[src/rtl/load_store_unit_51_if.sv]
// rtl/load_store_unit_51_if.sv - request/response and data-memory bundle for load_store_unit_51
interface load_store_unit_51_if;
  logic        req_valid_51;
  logic        req_ready_51;
  logic [2:0]  op_51;
  logic [31:0] addr_51;
  logic [31:0] wdata_in_51;
  logic        resp_valid_51;
  logic        resp_ready_51;
  logic [31:0] resp_data_51;
  logic        resp_err_51;
  logic [31:0] mem_raddr_51;
  logic [31:0] mem_rdata_51;
  logic [31:0] mem_waddr_51;
  logic [31:0] mem_wdata_51;
  logic        mem_write_51;

  modport slave (
    input  req_valid_51, op_51, addr_51, wdata_in_51, resp_ready_51, mem_rdata_51,
    output req_ready_51, resp_valid_51, resp_data_51, resp_err_51,
           mem_raddr_51, mem_waddr_51, mem_wdata_51, mem_write_51
  );

  modport master (
    output req_valid_51, op_51, addr_51, wdata_in_51, resp_ready_51, mem_rdata_51,
    input  req_ready_51, resp_valid_51, resp_data_51, resp_err_51,
           mem_raddr_51, mem_waddr_51, mem_wdata_51, mem_write_51
  );
endinterface

[src/rtl/load_store_unit_51.sv]
// rtl/load_store_unit_51.sv - load/store stage with byte/halfword access and read-modify-write sub-word stores
module load_store_unit_51 #(
  parameter logic [31:0] MEM_TOP     = 32'd2000,
  parameter bit          SIGN_EXT_EN = 1'b1
) (
  input logic                  clk_51,
  input logic                  rst_51,
  load_store_unit_51_if.slave  bus
);
  localparam logic [2:0] OP_LW = 3'd0, OP_LH = 3'd1, OP_LHU = 3'd2, OP_LB = 3'd3,
                         OP_LBU = 3'd4, OP_SW = 3'd5, OP_SH = 3'd6, OP_SB = 3'd7;

  typedef enum logic [1:0] {S_IDLE, S_ACCESS, S_WRITE, S_RESP} state_t;

  state_t      r_state;
  logic [2:0]  r_op;
  logic [1:0]  r_lane;
  logic [31:0] r_base;
  logic [31:0] r_wdata;
  logic        r_req_ready;
  logic        r_resp_valid;
  logic [31:0] r_resp_data;
  logic        r_resp_err;
  logic [31:0] r_mem_raddr;
  logic [31:0] r_mem_waddr;
  logic [31:0] r_mem_wdata;
  logic        r_mem_write;

  logic [31:0] w_base;
  logic        w_err;
  logic [7:0]  w_byte;
  logic [15:0] w_half;
  logic [31:0] w_load;
  logic [31:0] w_merge;

  assign w_base = {bus.addr_51[31:2], 2'b00};

  always_comb begin
    w_err = (w_base > MEM_TOP);
    case (bus.op_51)
      OP_LW, OP_SW:         if (bus.addr_51[1:0] != 2'b00) w_err = 1'b1;
      OP_LH, OP_LHU, OP_SH: if (bus.addr_51[0])            w_err = 1'b1;
      default: ;
    endcase
  end

  // Lane extraction and merge both work on the combinational memory read in ACCESS.
  always_comb begin
    w_byte = 8'h00;
    case (r_lane)
      2'd0: w_byte = bus.mem_rdata_51[7:0];
      2'd1: w_byte = bus.mem_rdata_51[15:8];
      2'd2: w_byte = bus.mem_rdata_51[23:16];
      2'd3: w_byte = bus.mem_rdata_51[31:24];
      default: ;
    endcase
    w_half = r_lane[1] ? bus.mem_rdata_51[31:16] : bus.mem_rdata_51[15:0];

    w_load = bus.mem_rdata_51;
    case (r_op)
      OP_LH:   w_load = {{16{SIGN_EXT_EN && w_half[15]}}, w_half};
      OP_LHU:  w_load = {16'h0000, w_half};
      OP_LB:   w_load = {{24{SIGN_EXT_EN && w_byte[7]}}, w_byte};
      OP_LBU:  w_load = {24'h000000, w_byte};
      default: ;
    endcase

    w_merge = bus.mem_rdata_51;
    if (r_op == OP_SH) begin
      if (r_lane[1]) w_merge[31:16] = r_wdata[15:0];
      else           w_merge[15:0]  = r_wdata[15:0];
    end else begin
      case (r_lane)
        2'd0: w_merge[7:0]   = r_wdata[7:0];
        2'd1: w_merge[15:8]  = r_wdata[7:0];
        2'd2: w_merge[23:16] = r_wdata[7:0];
        2'd3: w_merge[31:24] = r_wdata[7:0];
        default: ;
      endcase
    end
  end

  always_ff @(posedge clk_51) begin
    if (rst_51) begin
      r_state      <= S_IDLE;
      r_op         <= 3'd0;
      r_lane       <= 2'd0;
      r_base       <= 32'd0;
      r_wdata      <= 32'd0;
      r_req_ready  <= 1'b1;
      r_resp_valid <= 1'b0;
      r_resp_data  <= 32'd0;
      r_resp_err   <= 1'b0;
      r_mem_raddr  <= 32'd0;
      r_mem_waddr  <= 32'd0;
      r_mem_wdata  <= 32'd0;
      r_mem_write  <= 1'b0;
    end else begin
      case (r_state)
        S_IDLE: begin
          if (bus.req_valid_51) begin
            r_op        <= bus.op_51;
            r_lane      <= bus.addr_51[1:0];
            r_base      <= w_base;
            r_wdata     <= bus.wdata_in_51;
            r_req_ready <= 1'b0;
            if (w_err) begin
              r_resp_valid <= 1'b1;
              r_resp_err   <= 1'b1;
              r_resp_data  <= 32'd0;
              r_state      <= S_RESP;
            end else begin
              // Outputs are registered, so ACCESS-cycle bus values are loaded here.
              r_mem_raddr <= w_base;
              if (bus.op_51 == OP_SW) begin
                r_mem_write <= 1'b1;
                r_mem_waddr <= w_base;
                r_mem_wdata <= bus.wdata_in_51;
              end
              r_state <= S_ACCESS;
            end
          end
        end
        S_ACCESS: begin
          r_mem_raddr <= 32'd0;
          if (r_op == OP_SH || r_op == OP_SB) begin
            r_mem_write <= 1'b1;
            r_mem_waddr <= r_base;
            r_mem_wdata <= w_merge;
            r_state     <= S_WRITE;
          end else begin
            r_mem_write  <= 1'b0;
            r_mem_waddr  <= 32'd0;
            r_mem_wdata  <= 32'd0;
            r_resp_data  <= (r_op == OP_SW) ? 32'd0 : w_load;
            r_resp_err   <= 1'b0;
            r_resp_valid <= 1'b1;
            r_state      <= S_RESP;
          end
        end
        S_WRITE: begin
          r_mem_write  <= 1'b0;
          r_mem_waddr  <= 32'd0;
          r_mem_wdata  <= 32'd0;
          r_resp_data  <= 32'd0;
          r_resp_err   <= 1'b0;
          r_resp_valid <= 1'b1;
          r_state      <= S_RESP;
        end
        S_RESP: begin
          if (bus.resp_ready_51) begin
            r_resp_valid <= 1'b0;
            r_resp_data  <= 32'd0;
            r_resp_err   <= 1'b0;
            r_req_ready  <= 1'b1;
            r_state      <= S_IDLE;
          end
        end
        default: r_state <= S_IDLE;
      endcase
    end
  end

  assign bus.req_ready_51  = r_req_ready;
  assign bus.resp_valid_51 = r_resp_valid;
  assign bus.resp_data_51  = r_resp_data;
  assign bus.resp_err_51   = r_resp_err;
  assign bus.mem_raddr_51  = r_mem_raddr;
  assign bus.mem_waddr_51  = r_mem_waddr;
  assign bus.mem_wdata_51  = r_mem_wdata;
  assign bus.mem_write_51  = r_mem_write;
endmodule

[src/flat_wrapper.sv]
// flat-port wrapper written by rule: the top's interface ports become plain ports
module load_store_unit_51_flat 
#(
  parameter logic [31:0] MEM_TOP     = 32'd2000,
  parameter bit          SIGN_EXT_EN = 1'b1
)
  (clk_51, rst_51, bus_req_valid_51, bus_op_51, bus_addr_51, bus_wdata_in_51, bus_resp_ready_51, bus_mem_rdata_51, bus_req_ready_51, bus_resp_valid_51, bus_resp_data_51, bus_resp_err_51, bus_mem_raddr_51, bus_mem_waddr_51, bus_mem_wdata_51, bus_mem_write_51);
  load_store_unit_51_if bus_i ();
  input logic clk_51;
  input logic rst_51;
  input wire logic [$bits(bus_i.req_valid_51)-1:0] bus_req_valid_51;
  input wire logic [$bits(bus_i.op_51)-1:0] bus_op_51;
  input wire logic [$bits(bus_i.addr_51)-1:0] bus_addr_51;
  input wire logic [$bits(bus_i.wdata_in_51)-1:0] bus_wdata_in_51;
  input wire logic [$bits(bus_i.resp_ready_51)-1:0] bus_resp_ready_51;
  input wire logic [$bits(bus_i.mem_rdata_51)-1:0] bus_mem_rdata_51;
  output wire logic [$bits(bus_i.req_ready_51)-1:0] bus_req_ready_51;
  output wire logic [$bits(bus_i.resp_valid_51)-1:0] bus_resp_valid_51;
  output wire logic [$bits(bus_i.resp_data_51)-1:0] bus_resp_data_51;
  output wire logic [$bits(bus_i.resp_err_51)-1:0] bus_resp_err_51;
  output wire logic [$bits(bus_i.mem_raddr_51)-1:0] bus_mem_raddr_51;
  output wire logic [$bits(bus_i.mem_waddr_51)-1:0] bus_mem_waddr_51;
  output wire logic [$bits(bus_i.mem_wdata_51)-1:0] bus_mem_wdata_51;
  output wire logic [$bits(bus_i.mem_write_51)-1:0] bus_mem_write_51;
  assign bus_i.req_valid_51 = bus_req_valid_51;
  assign bus_i.op_51 = bus_op_51;
  assign bus_i.addr_51 = bus_addr_51;
  assign bus_i.wdata_in_51 = bus_wdata_in_51;
  assign bus_i.resp_ready_51 = bus_resp_ready_51;
  assign bus_i.mem_rdata_51 = bus_mem_rdata_51;
  assign bus_req_ready_51 = bus_i.req_ready_51;
  assign bus_resp_valid_51 = bus_i.resp_valid_51;
  assign bus_resp_data_51 = bus_i.resp_data_51;
  assign bus_resp_err_51 = bus_i.resp_err_51;
  assign bus_mem_raddr_51 = bus_i.mem_raddr_51;
  assign bus_mem_waddr_51 = bus_i.mem_waddr_51;
  assign bus_mem_wdata_51 = bus_i.mem_wdata_51;
  assign bus_mem_write_51 = bus_i.mem_write_51;
  load_store_unit_51 #(.MEM_TOP(MEM_TOP), .SIGN_EXT_EN(SIGN_EXT_EN)) u_core (.clk_51(clk_51), .rst_51(rst_51), .bus(bus_i));
endmodule
[config.mk]
export PLATFORM = sky130hd
export DESIGN_NAME = load_store_unit_51_flat
export DESIGN_NICKNAME = d
export VERILOG_FILES = /design/src/rtl/load_store_unit_51_if.sv /design/src/rtl/load_store_unit_51.sv /design/src/flat_wrapper.sv
export SDC_FILE = /design/constraint.sdc
export NUM_CORES = 1
export LEC_CHECK = 0
export ABC_AREA = 1
export CAP_MARGIN = 15
export CELL_PAD_IN_SITES_DETAIL_PLACEMENT = 0
export CELL_PAD_IN_SITES_GLOBAL_PLACEMENT = 2
export CORE_MARGIN = 2
export CORE_UTILIZATION = 26
export DETAILED_ROUTE_END_ITERATION = 6
export GPL_ROUTABILITY_DRIVEN = 0
export GPL_TIMING_DRIVEN = 0
export PLACE_DENSITY_LB_ADDON = 0.1
export SYNTH_ARGS = -nofsm -noshare
export SYNTH_HDL_FRONTEND = slang
export SYNTH_SLANG_ARGS = --single-unit
[constraint.sdc]
create_clock -name clk_51 -period 2.54 [get_ports clk_51]
set_input_delay 0.508 -clock clk_51 [delete_from_list [all_inputs] [get_ports clk_51]]
set_output_delay 0.508 -clock clk_51 [all_outputs]
set_load 0.05 [all_outputs]
==> results of run 1 <==
final cells by class:
cell class | count | area [sq um] | share of cell area [%]
multi-input combinational | 1055 | 4900 | 37.59
sequential | 181 | 3623 | 27.80
timing repair buffer | 229 | 2292 | 17.58
tap | 468 | 585.6 | 4.492
buffer | 101 | 536.8 | 4.117
inverter | 130 | 490.5 | 3.762
clock buffer | 20 | 466.7 | 3.580
clock inverter | 12 | 141.4 | 1.085
final timing paths:
path                                          startpoint                           to  slack (ns)  depth (start not counted)
worst min register to register  u_core.bus.resp_valid_51     u_core.bus.resp_valid_51        0.46                          2
worst min-delay path            u_core.bus.resp_valid_51     u_core.bus.resp_valid_51        0.46                          2
worst max register to register         u_core.r_state[0]  u_core.bus.mem_wdata_51[12]        0.23                          9
worst max-delay path                   u_core.r_state[0]  u_core.bus.mem_wdata_51[12]        0.23                          9
layout by cell type, fill, tap and decap left out, types with 20 or more instances in the layout:
cell,synthesis,final
nand2_1,326,326
nor2_1,245,245
clkdlybuf4s50_1,0,229
dfxtp_1,181,181
o21ai_0,180,180
inv_1,121,121
a21oi_1,98,98
nand3_1,62,62
buf_2,39,39
clkbuf_1,36,34
nand4_1,25,25
o211ai_1,20,20
nor3b_1,20,20
worst max-delay path, cell delays in order (launching register included):
cell      delay [ns]
dfxtp_1         0.39
inv_1           0.06
ha_1            0.41
inv_1           0.19
buf_2           0.30
clkbuf_1        0.48
a21oi_1         0.14
nand2_1         0.09
nand2_1         0.06
nor2_1          0.10
state kept, by name, summed over array words and instances, names as in the netlist:
| name | cells |
|---|---|
| u_core.bus.mem_wdata_51 | 32 |
| u_core.bus.resp_data_51 | 32 |
| u_core.bus.mem_raddr_51 | 30 |
| u_core.bus.mem_waddr_51 | 30 |
| u_core.r_base | 30 |
| u_core.r_wdata | 16 |
| u_core.r_op | 3 |
| u_core.r_lane | 2 |
| u_core.r_state | 2 |
| u_core.bus.mem_write_51 | 1 |
| u_core.bus.req_ready_51 | 1 |
| u_core.bus.resp_err_51 | 1 |
| u_core.bus.resp_valid_51 | 1 |
kinds of logic (layout without fill, tap and decap cells):
| family | after synthesis | in the layout |
|---|---|---|
| flip-flops | 181 | 181 |
| buffers and inverters | 231 | 492 |
| adder cells (fa/ha/maj) | 6 | 6 |
| other | 1 | 4 |
| AND/OR/NAND/NOR | 711 | 711 |
| AO/OA/AOI/OAI | 334 | 334 |
where the power goes:
group          internal [mW]  total, mW  leakage (nW)  switching (mW)
combinational           3.20       9.95          3.68            6.75
sequential              3.80       4.35          1.48           0.558
clock                   1.55       2.83         0.300            1.28
through the flow:
step	worst slack (ns)	total power [mW]	instances	hold slack, ns	instance area, sq um
floorplan	0.6179	11.12	1467	0.4401	9548
global placement	-0.1703	14.42	2164	0.4546	12430
detailed placement	-0.1786	14.42	2164	0.4546	12430
CTS	0.03681	17.31	2196	0.4667	13030
global route	0.08536	18.40	2196	0.4874	13040
finish	0.2296	17.13	2196	0.4626	13040
routing by layer:
metal  wire (um)  track usage, %
met5          41               0
met4         582           4.976
met3        1952           4.352
met2       18260           34.38
met1       18570           27.39
==> results.yml, run 1 <==
outcome:
  run_status: "finished, final reports clean"
floorplan:
  die_h_um: 195.5
  ios: 235
  core.rowCount: 70
  core_sq_um: 36350
  fp.dieW_um: 195.5
  initial_core_util_pct: 26.24
  dieArea_sq_um: 38230
final_layout:
  nFillCells: 3993
  area_delta_synth_final_pct: 36.70
  post-route-util_pct: 35.87
  layout-drive-gt1-share_pct: 7.523
  diodes: 0
  fin_nets: 1824
yosys:
  syn-cell-area_sq_um: 9537
  async_flop_share_pct: 0
  ys.flop_type: "dfxtp_1"
  synth_simple_gate_area_share_pct: 31.62
  synth_edf_count: 0
  yosysSeqAreaShare_pct: 38.00
  synth_top_area_share_pct: 38.00
  yosys.area.top_type: "dfxtp_1"
  yosys.area_share.xor_xnor_pct: 0
  synth_top_family_by_area: "simple AND/OR/NAND/NOR gates"
  synthMuxAreaShare_pct: 0
  yosysMostFrequentCell: "nand2_1"
  syn_inst: 1464
  synth_cell_types: 38
  yosys_warnings: 0
  synthAdderAreaFrac_pct: 0.7872
  synth-compound-area-share_pct: 18.81
  synth.avg_cell_area_sq_um: 6.514
  synth.top_cells.by_area: "dfxtp_1 38%, nand2_1 13%, nor2_1 9.6%"
  synthTopCellsByCount: "326 x nand2_1, 245 x nor2_1, 181 x dfxtp_1"
  synth_seq_cells: 181
flow_run:
  timing.max_cap.violations: 0
route:
  post_drt_wl_per_cell_um: 17.94
  drc_errors: 0
  antenna_left: 0
  routed_via_density: 4.700
  route.vias.total: 10320
  drtIter0Drc: 705
  wirelength_um: 39400
  firstDrtPassIters: 5
setup_path:
  worstPathMaxFanout: 10
  worstSetupPathType: "flop to flop"
  worstPathArrival_ns: 2.70
  required_ns: 2.93
  cp-end-kind: "flop"
  startpoint_type: "flop"
timing:
  skew_ns: 0.01488
  maxSlewViolCount: 0
  worst_slew_pin_slew_ns: 0.7126
  rsz0062_at_grt: "no"
  setup_tns_ns: 0
  slew_headroom_pct: 52.49
  min_period_ns: 2.310
  fin_crit_sh_pct: 90.96
  setup_viol: 0
  hold_violations: 0
  max_freq_mhz: 432.8
hold_path:
  hold_class: "flop to flop"
power:
  peakVddDrop_v: 0.0006094
  cellPowerDensity_nw_per_um2: 1314
  leakage_nw: 5.463
clocking:
  clockRootBuffer: "clkbuf_16"
  cts-buffers-inserted: 17
  clock_path_buffers: 2
  cts_tree: "built"
  cts_max_level: 4
  cts-hold-fix-buffers: 0
  clk_latency_ns: 0.46
  clkSinkCount: 181
  post-cts-setup-buffers: 0
  path_clk_slew_ns: 0.08
  cts_resized: 0
global_routing:
  grt_usage_pct: 20.70
  grt_pass1_vias: 9989
  antenna_found_initial: 3
  grt_pass1_wl_um: 59800
  overflow: 0
  grt_max_degree: 17
placement:
  dp_hpwl_um: 31150
  portBuffers: 229
(Power assumes the default switching activity.)
==> inputs of run 2 (changes only) <==
--- a/config.mk
+++ b/config.mk
@@ -9,7 +9,7 @@
 export CAP_MARGIN = 15
 export CELL_PAD_IN_SITES_DETAIL_PLACEMENT = 0
 export CELL_PAD_IN_SITES_GLOBAL_PLACEMENT = 2
-export CORE_MARGIN = 2
+export CORE_MARGIN = 8
 export CORE_UTILIZATION = 26
 export DETAILED_ROUTE_END_ITERATION = 6
 export GPL_ROUTABILITY_DRIVEN = 0
==> run 2 against run 1 <==
Effect of this change: setup slack improved by 0.0057 ns; count of clock-buffer cells in the layout decreased by 2; sequential power about the same; non-clock buffer count unchanged; design area about the same; combinational power about the same; wire length increased by 7.0%; largest cell class unchanged.
==> results.yml, run 2 (synthesized netlist as in run 1, its figures left out) <==
clocking:
  cts_tree: "built"
  clockRootBuffer: "clkbuf_16"
  path_clk_slew_ns: 0.08
  clkSinkCount: 181
  cts_max_level: 4
  post-cts-setup-buffers: 0
  clk_latency_ns: 0.46
  cts_resized: 0
  cts-hold-fix-buffers: 0
  clock_path_buffers: 2
  cts-buffers-inserted: 17
placement:
  dp_hpwl_um: 33330
  portBuffers: 229
  preCtsSetupSlack_ns: -0.2017
  place_area_sq_um: 12430
timing:
  setup_viol: 0
  hold_violations: 0
  setup_slack_ns: 0.2353
  min_period_ns: 2.305
  skew_ns: 0.01060
  fin_crit_sh_pct: 90.74
  max_freq_mhz: 433.9
  setup_tns_ns: 0
  worst_slew_pin_slew_ns: 0.7097
  maxSlewViolCount: 0
  slew_headroom_pct: 52.69
  rsz0062_at_grt: "no"
route:
  drc_errors: 0
  drtIter0Drc: 584
  wirelength_um: 42180
  antenna_left: 0
  routed_via_density: 4.711
  post_drt_wl_per_cell_um: 19.20
  route.vias.total: 10350
  firstDrtPassIters: 7
floorplan:
  initial_core_util_pct: 26.24
  ios: 235
  dieArea_sq_um: 43060
  die_h_um: 207.5
  core_sq_um: 36350
  fp.dieW_um: 207.5
  core.rowCount: 70
setup_path:
  worstPathArrival_ns: 2.70
  startpoint_type: "flop"
  required_ns: 2.94
  worstPathMaxFanout: 10
  worstSetupPathType: "flop to flop"
  cp-end-kind: "flop"
final_layout:
  mostFrequentLayoutCell: "nand2_1"
  area_delta_synth_final_pct: 36.63
  layout-drive-gt1-share_pct: 7.523
  fin_nets: 1824
  design_area_sq_um: 13030
  post-route-util_pct: 35.85
  layout_common_cells: "326 x nand2_1, 245 x nor2_1, 229 x clkdlybuf4s50_1, 181 x dfxtp_1, 180 x o21ai_0"
power:
  p_total_mw: 17.17
  peakVddDrop_v: 0.0007668
  leakage_nw: 5.440
  cellPowerDensity_nw_per_um2: 1318
flow_run:
  timing.max_cap.violations: 0
global_routing:
  grt_max_degree: 19
  grt_pass1_vias: 10340
  grt_usage_pct: 19.24
  overflow: 0
  grt_pass1_wl_um: 63690
  antenna_found_initial: 4
hold_path:
  hold_class: "flop to flop"
outcome:
  run_status: "finished, final reports clean"
## run 2: worst paths after layout
| kind | to | cells after the start | startpoint | slack [ns] |
|---|---|---|---|---|
| max | u_core.bus.mem_wdata_51[12] | 11 | u_core.r_state[0] | 0.24 |
| max reg2reg | u_core.bus.mem_wdata_51[12] | 11 | u_core.r_state[0] | 0.24 |
| min reg2reg | u_core.bus.resp_valid_51 | 2 | u_core.bus.resp_valid_51 | 0.47 |
| min | u_core.bus.resp_valid_51 | 2 | u_core.bus.resp_valid_51 | 0.47 |
## run 2: cell type report
cell class	count	area [sq um]
multi-input combinational	1055	4900
inverter	130	490.5
clock inverter	14	160.2
timing repair buffer	229	2292
sequential	181	3623
buffer	101	536.8
antenna	1	2.502
clock buffer	18	439.2
fill	3995	23320
tap	468	585.6
## run 2: metal layers
metal  vias to the layer above  track usage (%)  routed length [um]
li1                       5215                -                   -
met1                      4828            24.43               19380
met2                       255            32.25               19880
met3                        46            4.121                2053
met4                         6            5.940                 825
met5                         -                0                  35
## run 2: per-stage QoR
stage	hold WS [ns]	std cells
after floorplan	0.4401	1467
after global placement	0.4583	2164
after detailed placement	0.4572	2164
after CTS	0.4699	2196
after global routing	0.4862	2196
final	0.4665	2197
## run 2: worst max-delay path: stages, from the launching register on
cell	delay, ns
dfxtp_1	0.39
inv_1	0.06
ha_1	0.47
inv_1	0.17
nor2_4	0.24
buf_2	0.34
nand2_1	0.09
a21oi_1	0.18
a21oi_1	0.07
nand2_1	0.09
nand2_1	0.06
nor2_1	0.09
## run 2: power breakdown
part / internal (mW) / total [mW] / switching [mW]
logic: 3.20 / 10.0 / 6.82
registers: 3.79 / 4.36 / 0.563
clock network: 1.42 / 2.80 / 1.38
==> inputs of run 3 (changes only) <==
--- a/config.mk
+++ b/config.mk
@@ -11,6 +11,7 @@
 export CELL_PAD_IN_SITES_GLOBAL_PLACEMENT = 2
 export CORE_MARGIN = 8
 export CORE_UTILIZATION = 26
+export CTS_CLUSTER_SIZE = 14
 export DETAILED_ROUTE_END_ITERATION = 6
 export GPL_ROUTABILITY_DRIVEN = 0
 export GPL_TIMING_DRIVEN = 0
==> results of run 3 <==
Same layout as run 2: the final DEF is identical, and so are final timing and power.
